### src/rtl/if_fetch.sv
// Instruction-fetch stage: owns the fetch PC, keeps one imem request in flight,
// and buffers returned words so IF/ID stalls and memory latency never drop one.
module if_fetch #(
   parameter logic [31:0] RESET_PC = 32'h00000000,
   parameter logic [31:0] BUBBLE   = 32'hFC000000,
   parameter int          DEPTH    = 2
) (
   input  logic        clk_i,
   input  logic        rst_i,
   input  logic        stall_i,
   input  logic        redirect_i,
   input  logic [31:0] redirect_addr_i,
   output logic        imem_req_o,
   output logic [31:0] imem_addr_o,
   input  logic        imem_ack_i,
   input  logic [31:0] imem_data_i,
   output logic [31:0] inst_o,
   output logic [31:0] inst_addr_o,
   output logic        inst_valid_o
);
   localparam int PW = (DEPTH > 1) ? $clog2(DEPTH) : 1;
   localparam int CW = $clog2(DEPTH + 1);

   typedef enum logic [1:0] {IDLE, WAIT, DISCARD} state_t;
   state_t state, state_nxt;

   logic [31:0]   fpc, fpc_nxt, fpc_inc, req_addr;
   logic [CW-1:0] count, cnt_left;
   logic [PW-1:0] rd_ptr, wr_ptr;
   logic [31:0]   fifo_word [DEPTH];
   logic [31:0]   fifo_addr [DEPTH];
   logic          pop, push, hold_addr;

   function automatic logic [PW-1:0] ptr_inc(input logic [PW-1:0] p);
      return (p == PW'(DEPTH - 1)) ? '0 : p + PW'(1);
   endfunction

   assign fpc_inc  = fpc + 32'd4;
   assign pop      = !stall_i && !redirect_i && (count != '0);
   assign push     = (state == WAIT) && imem_ack_i && !redirect_i;
   assign cnt_left = count - CW'(pop);

   always_ff @(posedge clk_i or posedge rst_i)
      if (rst_i) state <= IDLE;
      else       state <= state_nxt;

   // A new request is only launched when a FIFO slot is guaranteed for its word.
   always_comb begin
      state_nxt = state;
      case (state)
         IDLE:
            if (!redirect_i && cnt_left < CW'(DEPTH)) state_nxt = WAIT;
         WAIT:
            if (imem_ack_i) begin
               if (redirect_i || !(cnt_left < CW'(DEPTH - 1))) state_nxt = IDLE;
            end else if (redirect_i) begin
               state_nxt = DISCARD;
            end
         DISCARD:
            if (imem_ack_i) state_nxt = IDLE;
         default: state_nxt = IDLE;
      endcase
   end

   always_comb begin
      imem_req_o = (state != IDLE);
   end

   always_comb begin
      fpc_nxt = fpc;
      if (redirect_i) fpc_nxt = redirect_addr_i;
      else if (push)  fpc_nxt = fpc_inc;
   end

   // While a flushed request is still outstanding, fpc holds the restart target
   // and the bus address must stay on the old request.
   assign hold_addr = !imem_ack_i && ((state == DISCARD) || (state == WAIT && redirect_i));

   always_ff @(posedge clk_i or posedge rst_i)
      if (rst_i) begin
         fpc      <= RESET_PC;
         req_addr <= RESET_PC;
         count    <= '0;
         rd_ptr   <= '0;
         wr_ptr   <= '0;
      end else begin
         fpc <= fpc_nxt;
         if (!hold_addr) req_addr <= fpc_nxt;
         if (redirect_i) begin
            count  <= '0;
            rd_ptr <= '0;
            wr_ptr <= '0;
         end else begin
            count <= count + CW'(push) - CW'(pop);
            if (push) wr_ptr <= ptr_inc(wr_ptr);
            if (pop)  rd_ptr <= ptr_inc(rd_ptr);
         end
      end

   always_ff @(posedge clk_i)
      if (push) begin
         fifo_word[wr_ptr] <= imem_data_i;
         fifo_addr[wr_ptr] <= fpc_inc;
      end

   assign imem_addr_o = req_addr;

   always_comb begin
      if (count != '0) begin
         inst_o       = fifo_word[rd_ptr];
         inst_addr_o  = fifo_addr[rd_ptr];
         inst_valid_o = 1'b1;
      end else begin
         inst_o       = BUBBLE;
         inst_addr_o  = BUBBLE;
         inst_valid_o = 1'b0;
      end
   end
endmodule

### config.mk
export PLATFORM = sky130hd
export DESIGN_NAME = if_fetch
export DESIGN_NICKNAME = d
export VERILOG_FILES = /design/src/rtl/if_fetch.sv
export SDC_FILE = /design/constraint.sdc
export NUM_CORES = 1
export LEC_CHECK = 0
export ABC_CLOCK_PERIOD_IN_PS = 5400
export BUFFER_PORTS_ARGS = -buffer_cell sky130_fd_sc_hd__buf_2
export CORE_MARGIN = 2
export CORE_UTILIZATION = 55
export CTS_BUF_LIST = sky130_fd_sc_hd__clkbuf_8
export DETAILED_ROUTE_END_ITERATION = 10
export GPL_ROUTABILITY_DRIVEN = 1
export PLACE_DENSITY = 0.79
export SETUP_SLACK_MARGIN = 0.4
export SLEW_MARGIN = 20
export SYNTH_ARGS = -nofsm -noshare
export SYNTH_HDL_FRONTEND = slang
export SYNTH_SLANG_ARGS = --single-unit
export TNS_END_PERCENT = 1
### constraint.sdc
create_clock -name clk_i -period 5.4 [get_ports clk_i]
set_input_delay 1.08 -clock clk_i [delete_from_list [all_inputs] [get_ports clk_i]]
set_output_delay 1.08 -clock clk_i [all_outputs]
set_load 0.05 [all_outputs]
==> results of run 1 <==
[cell usage in the layout, fill, tap and decap left out, types with 2 or more instances in the layout]
| cell | instances |
|---|---|
| sky130_fd_sc_hd__clkinv_1 | 2 |
| sky130_fd_sc_hd__a221o_1 | 10 |
| sky130_fd_sc_hd__xnor2_1 | 34 |
| sky130_fd_sc_hd__clkinv_4 | 2 |
| sky130_fd_sc_hd__and4_1 | 3 |
| sky130_fd_sc_hd__a21oi_1 | 10 |
| sky130_fd_sc_hd__inv_6 | 5 |
| sky130_fd_sc_hd__buf_4 | 6 |
| sky130_fd_sc_hd__dfrtp_1 | 69 |
| sky130_fd_sc_hd__a221oi_1 | 5 |
| sky130_fd_sc_hd__nor4_4 | 3 |
| sky130_fd_sc_hd__nor2_4 | 2 |
| sky130_fd_sc_hd__mux2_2 | 18 |
| sky130_fd_sc_hd__o21ai_0 | 12 |
| sky130_fd_sc_hd__mux2i_1 | 65 |
| sky130_fd_sc_hd__nand4_1 | 16 |
| sky130_fd_sc_hd__nand2_1 | 55 |
| sky130_fd_sc_hd__inv_4 | 2 |
| sky130_fd_sc_hd__xor2_1 | 25 |
| sky130_fd_sc_hd__and3_1 | 13 |
| sky130_fd_sc_hd__nor3_1 | 9 |
| sky130_fd_sc_hd__buf_2 | 166 |
| sky130_fd_sc_hd__nand3_1 | 16 |
| sky130_fd_sc_hd__clkbuf_8 | 17 |
| sky130_fd_sc_hd__edfxtp_1 | 128 |
| sky130_fd_sc_hd__inv_8 | 5 |
| sky130_fd_sc_hd__nor4_1 | 4 |
| sky130_fd_sc_hd__nor3_2 | 2 |
| sky130_fd_sc_hd__nand3b_1 | 2 |
| sky130_fd_sc_hd__nor2_1 | 95 |
| sky130_fd_sc_hd__inv_1 | 9 |
| sky130_fd_sc_hd__o31ai_1 | 4 |
| sky130_fd_sc_hd__ha_1 | 4 |
[cell families after synthesis]
group,count (synthesis),share of synthesized area
buf+inv,52,0.0246
xor+xnor,59,0.0595
simple gates,231,0.130
fa+ha+maj,4,0.00577
flops,198,0.645
mux,83,0.0983
compound gates,45,0.0372
[worst register-to-register path, stage by stage (launching register included)]
cell and delay [ps]:
sky130_fd_sc_hd__dfrtp_1 440, sky130_fd_sc_hd__nand3b_1 580, sky130_fd_sc_hd__nor2_1 450, sky130_fd_sc_hd__inv_1 170, sky130_fd_sc_hd__nor2_4 590, sky130_fd_sc_hd__buf_4 430
[layer usage]
| metal | GRT usage | share of wire |
|---|---|---|
| met1 | 0.310 | 0.45 |
| met2 | 0.346 | 0.47 |
| met3 | 0.0487 | 0.058 |
| met4 | 0.0841 | 0.022 |
| met5 | 0 | 0 |
[sequential cells by signal (all words and copies together) (netlist names)]
register / flops
fifo_addr: 64
fifo_word: 64
fpc: 32
imem_addr_o: 32
count: 2
state: 2
rd_ptr: 1
wr_ptr: 1
[synth_stat cells, types with 4 or more instances]
master | number | area share
sky130_fd_sc_hd__and3_1 | 14 | 0.010
sky130_fd_sc_hd__a221oi_1 | 5 | 0.0050
sky130_fd_sc_hd__nand3_1 | 16 | 0.0092
sky130_fd_sc_hd__inv_1 | 10 | 0.0043
sky130_fd_sc_hd__buf_1 | 10 | 0.0043
sky130_fd_sc_hd__xor2_1 | 25 | 0.025
sky130_fd_sc_hd__buf_2 | 8 | 0.0046
sky130_fd_sc_hd__mux2_2 | 18 | 0.023
sky130_fd_sc_hd__a21oi_1 | 10 | 0.0058
sky130_fd_sc_hd__edfxtp_1 | 128 | 0.44
sky130_fd_sc_hd__dfrtp_1 | 70 | 0.20
sky130_fd_sc_hd__nand2_1 | 55 | 0.024
sky130_fd_sc_hd__nor4_1 | 4 | 0.0029
sky130_fd_sc_hd__o21ai_0 | 12 | 0.0069
sky130_fd_sc_hd__mux2i_1 | 65 | 0.075
sky130_fd_sc_hd__o31ai_1 | 4 | 0.0035
sky130_fd_sc_hd__nor2_1 | 97 | 0.042
sky130_fd_sc_hd__xnor2_1 | 34 | 0.034
sky130_fd_sc_hd__nand4_1 | 16 | 0.012
sky130_fd_sc_hd__ha_1 | 4 | 0.0058
sky130_fd_sc_hd__nor3_1 | 9 | 0.0052
sky130_fd_sc_hd__a221o_1 | 10 | 0.012
sky130_fd_sc_hd__clkbuf_1 | 20 | 0.0086
[through the flow]
stage | power (uW) | hold WS [ps]
floorplan | 2480 | 438
global placement | 2690 | 455
detailed placement | 2720 | 462
CTS | 3620 | 488
global route | 3740 | 513
finish | 3600 | 485
[layout make-up]
class,instances,area [um2]
clock inverters,15,146
diodes,1,2.50
fillers,1174,5230
inverters,12,46.3
multi-input cells,422,2890
flip-flops and latches,198,5600
well taps,211,264
repair buffers,173,903
clock buffers,17,234
[worst min-delay path by stage]
stage                       to  cells after the start  slack, ps
2_1_floorplan  fifo_addr[0][0]                      0        440
6_report        imem_addr_o[2]                      2        490
5_1_grt         imem_addr_o[2]                      2        510
3_5_place_dp   fifo_addr[1][1]                      0        460
4_1_cts        fifo_addr[1][1]                      0        490
3_3_place_gp   fifo_addr[1][1]                      0        450
[report_power, final]
part	internal [uW]	total [uW]	switching, uW	leakage (uW)
sequential	1730	1830	106	0.00199
clock	347	913	567	0.000199
combinational	234	854	620	0.00176
total	2310	3600	1290	0.00394
==> summary.md, run 1 <==
| Metric | Value |
|---|---|
| Slew HR | `0.267` |
| Detail Route Antenna Nets | `0` |
| Insertion delay to the later sink of the worst-skew pair | `roughly 480 ps` |
| Number of nets produced by synthesis | `approximately 750` |
| Crit-path cells | `mux2i_1 -> nor2_1 -> buf_2` |
| Global router's overall resource usage | `0.222` |
| Max Cap Violations | `0` |
| Fmax achieved | `between 200 and 300 MHz` |
| Post-layout nets | `897` |
| Proportion of layout cells with a drive suffix above 1 | `0.286` |
| Sum of buffers and inverters on the critical path | `1` |
| Worst setup path startpoint | `rd_ptr` |
| Total congestion overflow | `0` |
| Number of synthesized flops with an enable pin | `between 100 and 150` |
| Final design instance area without fill | `0.0101 mm2` |
| Status | `complete, no violations` |
| CP startpoint kind | `register` |
| Source of the worst hold timing path | `imem_addr_o[2]` |
| Post-synthesis sequential area ratio | `0.645` |
| Most instantiated flip-flop cell in the synthesis netlist | `sky130_fd_sc_hd__edfxtp_1` |
| Final standard cell count with taps included and fillers excluded | `approximately 1000` |
| Peak VDD IR | `0.000161 V` |
| Floorplan core area | `0.0153 mm2` |
| Final WS setup | `1930 ps` |
| Vias per inst | `5.46` |
| Post-cts gate resize count | `0` |
| Total of hold buffers inserted after clock tree synthesis | `0` |
| DR DRC count | `0` |
| FF-to-FF End | `fifo_addr[0][17]` |
| Final Core Density | `0.658` |
| Layout area overhead | `16.2%` |
| Number of buffers created by CTS | `17` |
| Type of the most critical hold path | `register to register` |
| Cell area reported after detailed placement | `slightly below 0.01 mm2` |
| H-tree levels | `4` |
| Total standard cell area after synthesis | `between 0.008 and 0.009 mm2` |
| Synthesized area divided by synthesized cell count | `roughly 13 um2` |
| Worst-path cell with the longest stage delay | `sky130_fd_sc_hd__dfrtp_4` |
| DR pass1 iterations | `5` |
| Clock tree root driver cell | `sky130_fd_sc_hd__clkbuf_8` |
| Vias in the first global route | `5547` |
| Die outline width | `~130 um` |
| Seq cells post-synth | `about 200` |
| Final number of setup-violating endpoints | `0` |
| Boundary pin count | `about 170` |
| Instance count on the critical path | `3` |
| Unrepaired setup endpoints after global routing | `no` |
| Post-synthesis cell count | `about 670` |
| Final-report max-slew violation count | `0` |
| HPWL after detailed placement | `~13000 um` |
| Clock tree buffer depth | `2` |
| Total detailed-routing wirelength | `between 15000 and 20000 um` |
| Total power per unit cell area | `between 300 and 400 mW/mm2` |
| Reg2reg setup slack | `between 2000 and 2500 ps` |
| Max incr delay on CP | `between 1000 and 1500 ps` |
| Clock Sink Count | `just under 200` |
| CTS tree | `built` |
| Proportion of register bits with asynchronous set or reset after synthesis | `0.354` |
| Largest fanout on the critical path | `between 60 and 70` |
| Die height | `roughly 130 um` |
| Critical Path RT | `around 4300 ps` |
| Iteration-0 DRC Markers | `slightly below 400` |
| Number of distinct standard cells referenced by the synthesized netlist | `44` |
| Leakage power of the design | `approximately 0.0039 uW` |
| Depth of the worst register-to-register path | `5` |
| Crit path DAT | `around 2400 ps` |
| Number of setup buffers added after CTS | `0` |
| Count of endpoints failing hold in the final timing report | `0` |
| Family of cells with the greatest summed delay on the critical path | `flip-flops` |
| Pre-CTS setup slack | `about 1700 ps` |
| Clock-pin slew on the worst setup and hold paths | `~110 ps` |
| Count of port buffers added during placement | `~170` |
| Detailed-route via count | `roughly 5700` |
| GP Congestion | `a little under 0.9` |
| Setup Total Neg Slack | `0 ps` |
| Destination of the critical timing path | `inst_addr_o[13]` |
| Final cycle utilization of the critical path | `0.643` |
| Number of placement rows | `45` |
| Antenna violations before repair | `1` |
| Placed cell count | `~1000` |
| Initial Utilization | `0.567` |
| Wire length of the first global-routing pass | `around 28000 um` |
| Kind of end point of the critical path | `output pin` |
| Final setup skew | `14.1 ps` |
| Source of the worst register-to-register timing path | `state[1]` |
| Min Clock Period, post-route | `approximately 3500 ps` |
| Routed len/inst | `17.5 um` |
| Total Die Area | `0.0168 mm2` |
| Warnings from Yosys | `0` |
| Largest net degree at the start of global routing | `between 60 and 70` |
| Kind of critical path | `register to output pin` |
| Measured slew at the worst slew-check pin | `around 1100 ps` |
Note: power is estimated with default switching activity, not from simulation.
==> inputs of run 2 (changes only) <==
--- a/config.mk
+++ b/config.mk
@@ -5,10 +5,10 @@
 export SDC_FILE = /design/constraint.sdc
 export NUM_CORES = 1
 export LEC_CHECK = 0
-export ABC_CLOCK_PERIOD_IN_PS = 5400
+export ABC_CLOCK_PERIOD_IN_PS = 3090
 export BUFFER_PORTS_ARGS = -buffer_cell sky130_fd_sc_hd__buf_2
 export CORE_MARGIN = 2
-export CORE_UTILIZATION = 55
+export CORE_UTILIZATION = 52
 export CTS_BUF_LIST = sky130_fd_sc_hd__clkbuf_8
 export DETAILED_ROUTE_END_ITERATION = 10
 export GPL_ROUTABILITY_DRIVEN = 1
==> constraint.sdc (replaced) <==
create_clock -name clk_i -period 3.09 [get_ports clk_i]
set_input_delay 0.618 -clock clk_i [delete_from_list [all_inputs] [get_ports clk_i]]
set_output_delay 0.618 -clock clk_i [all_outputs]
set_load 0.05 [all_outputs]
==> run 2 against run 1 <==
Sequential power up 73%. Clock skew up 3.3 ps. Core utilization down 3.6 points. Critical path depth up 1. Design area up 1.7%. Setup slack worse by 1400 ps. Die area up 5.6%. Critical path type unchanged. Critical endpoint is now inst_o[20].
==> summary.md, run 2 (synthesis gave the netlist of run 1 again) <==
| Metric | Value |
|---|---|
| HPWL after detailed placement | `12800 um (-2.5%)` |
| Critical Path RT | `2470 ps (-1850 ps)` |
| Setup Total Neg Slack | `0 ps (unchanged)` |
| Iteration-0 DRC Markers | `506 (+29%)` |
| Routed len/inst | `16.8 um (-3.8%)` |
| Total detailed-routing wirelength | `18000 um (-1.7%)` |
| Post-cts gate resize count | `0 (unchanged)` |
| Largest fanout on the critical path | `24 (-64%)` |
| Pre-CTS setup slack | `697 ps (-1020 ps)` |
| DR DRC count | `0 (unchanged)` |
| Initial Utilization | `0.527 (-0.0396)` |
| Total congestion overflow | `0 (unchanged)` |
| Die outline width | `133 um (+2.8%)` |
| Boundary pin count | `167 (unchanged)` |
| Total Die Area | `0.0177 mm2 (+5.6%)` |
| DR pass1 iterations | `5 (unchanged)` |
| Clock tree root driver cell | `sky130_fd_sc_hd__clkbuf_8` |
| Most common library cell in the layout ignoring fill and taps | `sky130_fd_sc_hd__buf_2` |
| Status | `complete, no violations` |
| Kind of critical path | `register to output pin` |
| Highest-count cells in the layout ignoring fill and taps | `166 x sky130_fd_sc_hd__buf_2, 128 x sky130_fd_sc_hd__edfxtp_1, 95 x sky130_fd_sc_hd__nor2_1` |
| Vias in the first global route | `5586 (+0.70%)` |
| Peak VDD IR | `0.000349 V (+120%)` |
| CTS tree | `built` |
| Number of placement rows | `47 (+4.4%)` |
| Floorplan core area | `0.0165 mm2 (+7.5%)` |
| H-tree levels | `4 (unchanged)` |
| Count of port buffers added during placement | `166 (unchanged)` |
| Final-report max-slew violation count | `0 (unchanged)` |
| Total power per unit cell area | `612 mW/mm2 (+72%)` |
| Final number of setup-violating endpoints | `0 (unchanged)` |
| Post-layout nets | `911 (+1.6%)` |
| Final Core Density | `0.623 (-0.0355)` |
| Kind of end point of the critical path | `output pin` |
| Clock Sink Count | `198 (unchanged)` |
| Detail Route Antenna Nets | `0 (unchanged)` |
| Insertion delay to the later sink of the worst-skew pair | `460 ps (-20 ps)` |
| Sum of buffers and inverters on the critical path | `2 (+1)` |
| Slew HR | `0.424 (+0.156)` |
| Power Total | `6280 uW (+74%)` |
| Fmax achieved | `393 MHz` |
| Largest net degree at the start of global routing | `33 (-51%)` |
| Vias per inst | `5.37 (-1.5%)` |
| Final cycle utilization of the critical path | `0.824` |
| Clock-pin slew on the worst setup and hold paths | `100 ps (about the same)` |
| Multi-input gate area | `0.00289 mm2 (unchanged)` |
| Final WS setup | `544 ps (-1380 ps)` |
| Detailed-route via count | `5761 (+0.61%)` |
| Layout area overhead | `18.1%` |
| GP Congestion | `0.845 (-2.8%)` |
| Antenna violations before repair | `1 (unchanged)` |
| Unrepaired setup endpoints after global routing | `no` |
| Final setup skew | `17.4 ps (+3.32 ps)` |
| Placed cell count | `1038 (+2.2%)` |
| Final standard cell count with taps included and fillers excluded | `1072 (+2.2%)` |
| Worst-path cell with the longest stage delay | `sky130_fd_sc_hd__dfrtp_4` |
| Clock tree buffer depth | `2 (unchanged)` |
| Global router's overall resource usage | `0.208 (-0.0139)` |
| CP startpoint kind | `register` |
| Reg2reg setup slack | `780 ps (-1630 ps)` |
| Regs by FF count | `fifo_addr: 64 flops, fifo_word: 64 flops` |
| Type of the most critical hold path | `primary input to asynchronous set/reset pin` |
| Number of buffers created by CTS | `17 (unchanged)` |
| Family of cells with the greatest summed delay on the critical path | `flip-flops` |
| Storage cell area | `0.00560 mm2 (unchanged)` |
| Die height | `133 um (+2.8%)` |
| # fillers | `1306 (+11%)` |
| Count of endpoints failing hold in the final timing report | `0 (unchanged)` |
| Leakage power of the design | `0.00401 uW (+1.8%)` |
| Crit-path cells | `buf_12 -> mux2i_1 -> nor2_1 -> buf_2` |
| Proportion of layout cells with a drive suffix above 1 | `0.297 (+0.0118)` |
| Max Cap Violations | `0 (unchanged)` |
| Max incr delay on CP | `690 ps (-480 ps)` |
| Min Clock Period, post-route | `between 2000 and 3000 ps` |
| Crit path DAT | `1930 ps (-460 ps)` |
| Wire length of the first global-routing pass | `28500 um (+1.1%)` |
| Measured slew at the worst slew-check pin | `862 ps (-237 ps)` |
[run 2: changes by cell type in the layout (fill, tap and decap cells not counted)]
cell	before	now
sky130_fd_sc_hd__inv_2	0	1
sky130_fd_sc_hd__inv_4	2	0
sky130_fd_sc_hd__clkinvlp_4	0	2
sky130_fd_sc_hd__clkinv_2	1	3
sky130_fd_sc_hd__buf_4	6	15
sky130_fd_sc_hd__bufinv_16	0	1
sky130_fd_sc_hd__inv_8	5	1
sky130_fd_sc_hd__buf_12	0	6
sky130_fd_sc_hd__inv_6	5	3
sky130_fd_sc_hd__buf_16	1	0
sky130_fd_sc_hd__clkinv_4	2	4
[run 2: path summary, 6_finish.rpt]
check,start,end,cells past startpoint
hold reg to reg,fpc[1],fifo_addr[1][1],0
max in group asynchronous,rst_i,fpc[2],3
setup / recovery,rd_ptr,inst_o[20],4
min in group clk_i,imem_data_i[25],fifo_word[1][25],1
setup reg to reg,fpc[14],imem_addr_o[25],5
hold / removal,rst_i,imem_addr_o[5],2
[run 2: worst reg2reg max path, delay by kind of cell (launching register included)]
| family | cells | cell delay (ps) |
|---|---|---|
| and+or+nand+nor | 3 | 1080 |
| xor gates and xnor gates | 1 | 230 |
| DFF | 1 | 540 |
| AOI/OAI and AO/OA | 1 | 350 |
[run 2: area by class of cell]
class	count	share of cell area
antenna	1	0.000244
clock buffer	17	0.0228
inverter	12	0.00439
clock inverter	15	0.0145
multi-input combinational	422	0.282
timing repair buffer	187	0.104
sequential	198	0.546
tap	220	0.0268
[run 2: power breakdown]
part / total, uW / internal (uW) / switching [uW]
Sequential: 3170 / 3020 / 152
Combinational: 1550 / 427 / 1120
Clock: 1570 / 656 / 910
Total: 6280 / 4100 / 2180
[run 2: through the flow]
step | cell area [um2] | hold slack, ps
2_1_floorplan | 8690 | 438
3_3_place_gp | 9850 | 453
3_5_place_dp | 9850 | 455
4_1_cts | 10300 | 185
5_1_grt | 10300 | 220
6_report | 10300 | 193
[run 2: timing repair]
| item | 4_1_cts | 5_1_grt |
|---|---|---|
| hold endpoints to repair | 0 | 0 |
| setup buffers | 1 | 0 |
| endpoints found under the setup margin | 30 | 0 |
| hold buffers | 0 | 0 |
[run 2: per-layer routing]
layer  GRT usage  vias to the layer above  share of wire
met5           0                        -              0
met4      0.0810                        0          0.019
met3      0.0365                       23          0.069
met2       0.323                      234           0.46
met1       0.297                     2762           0.45
li1            -                     2742              -
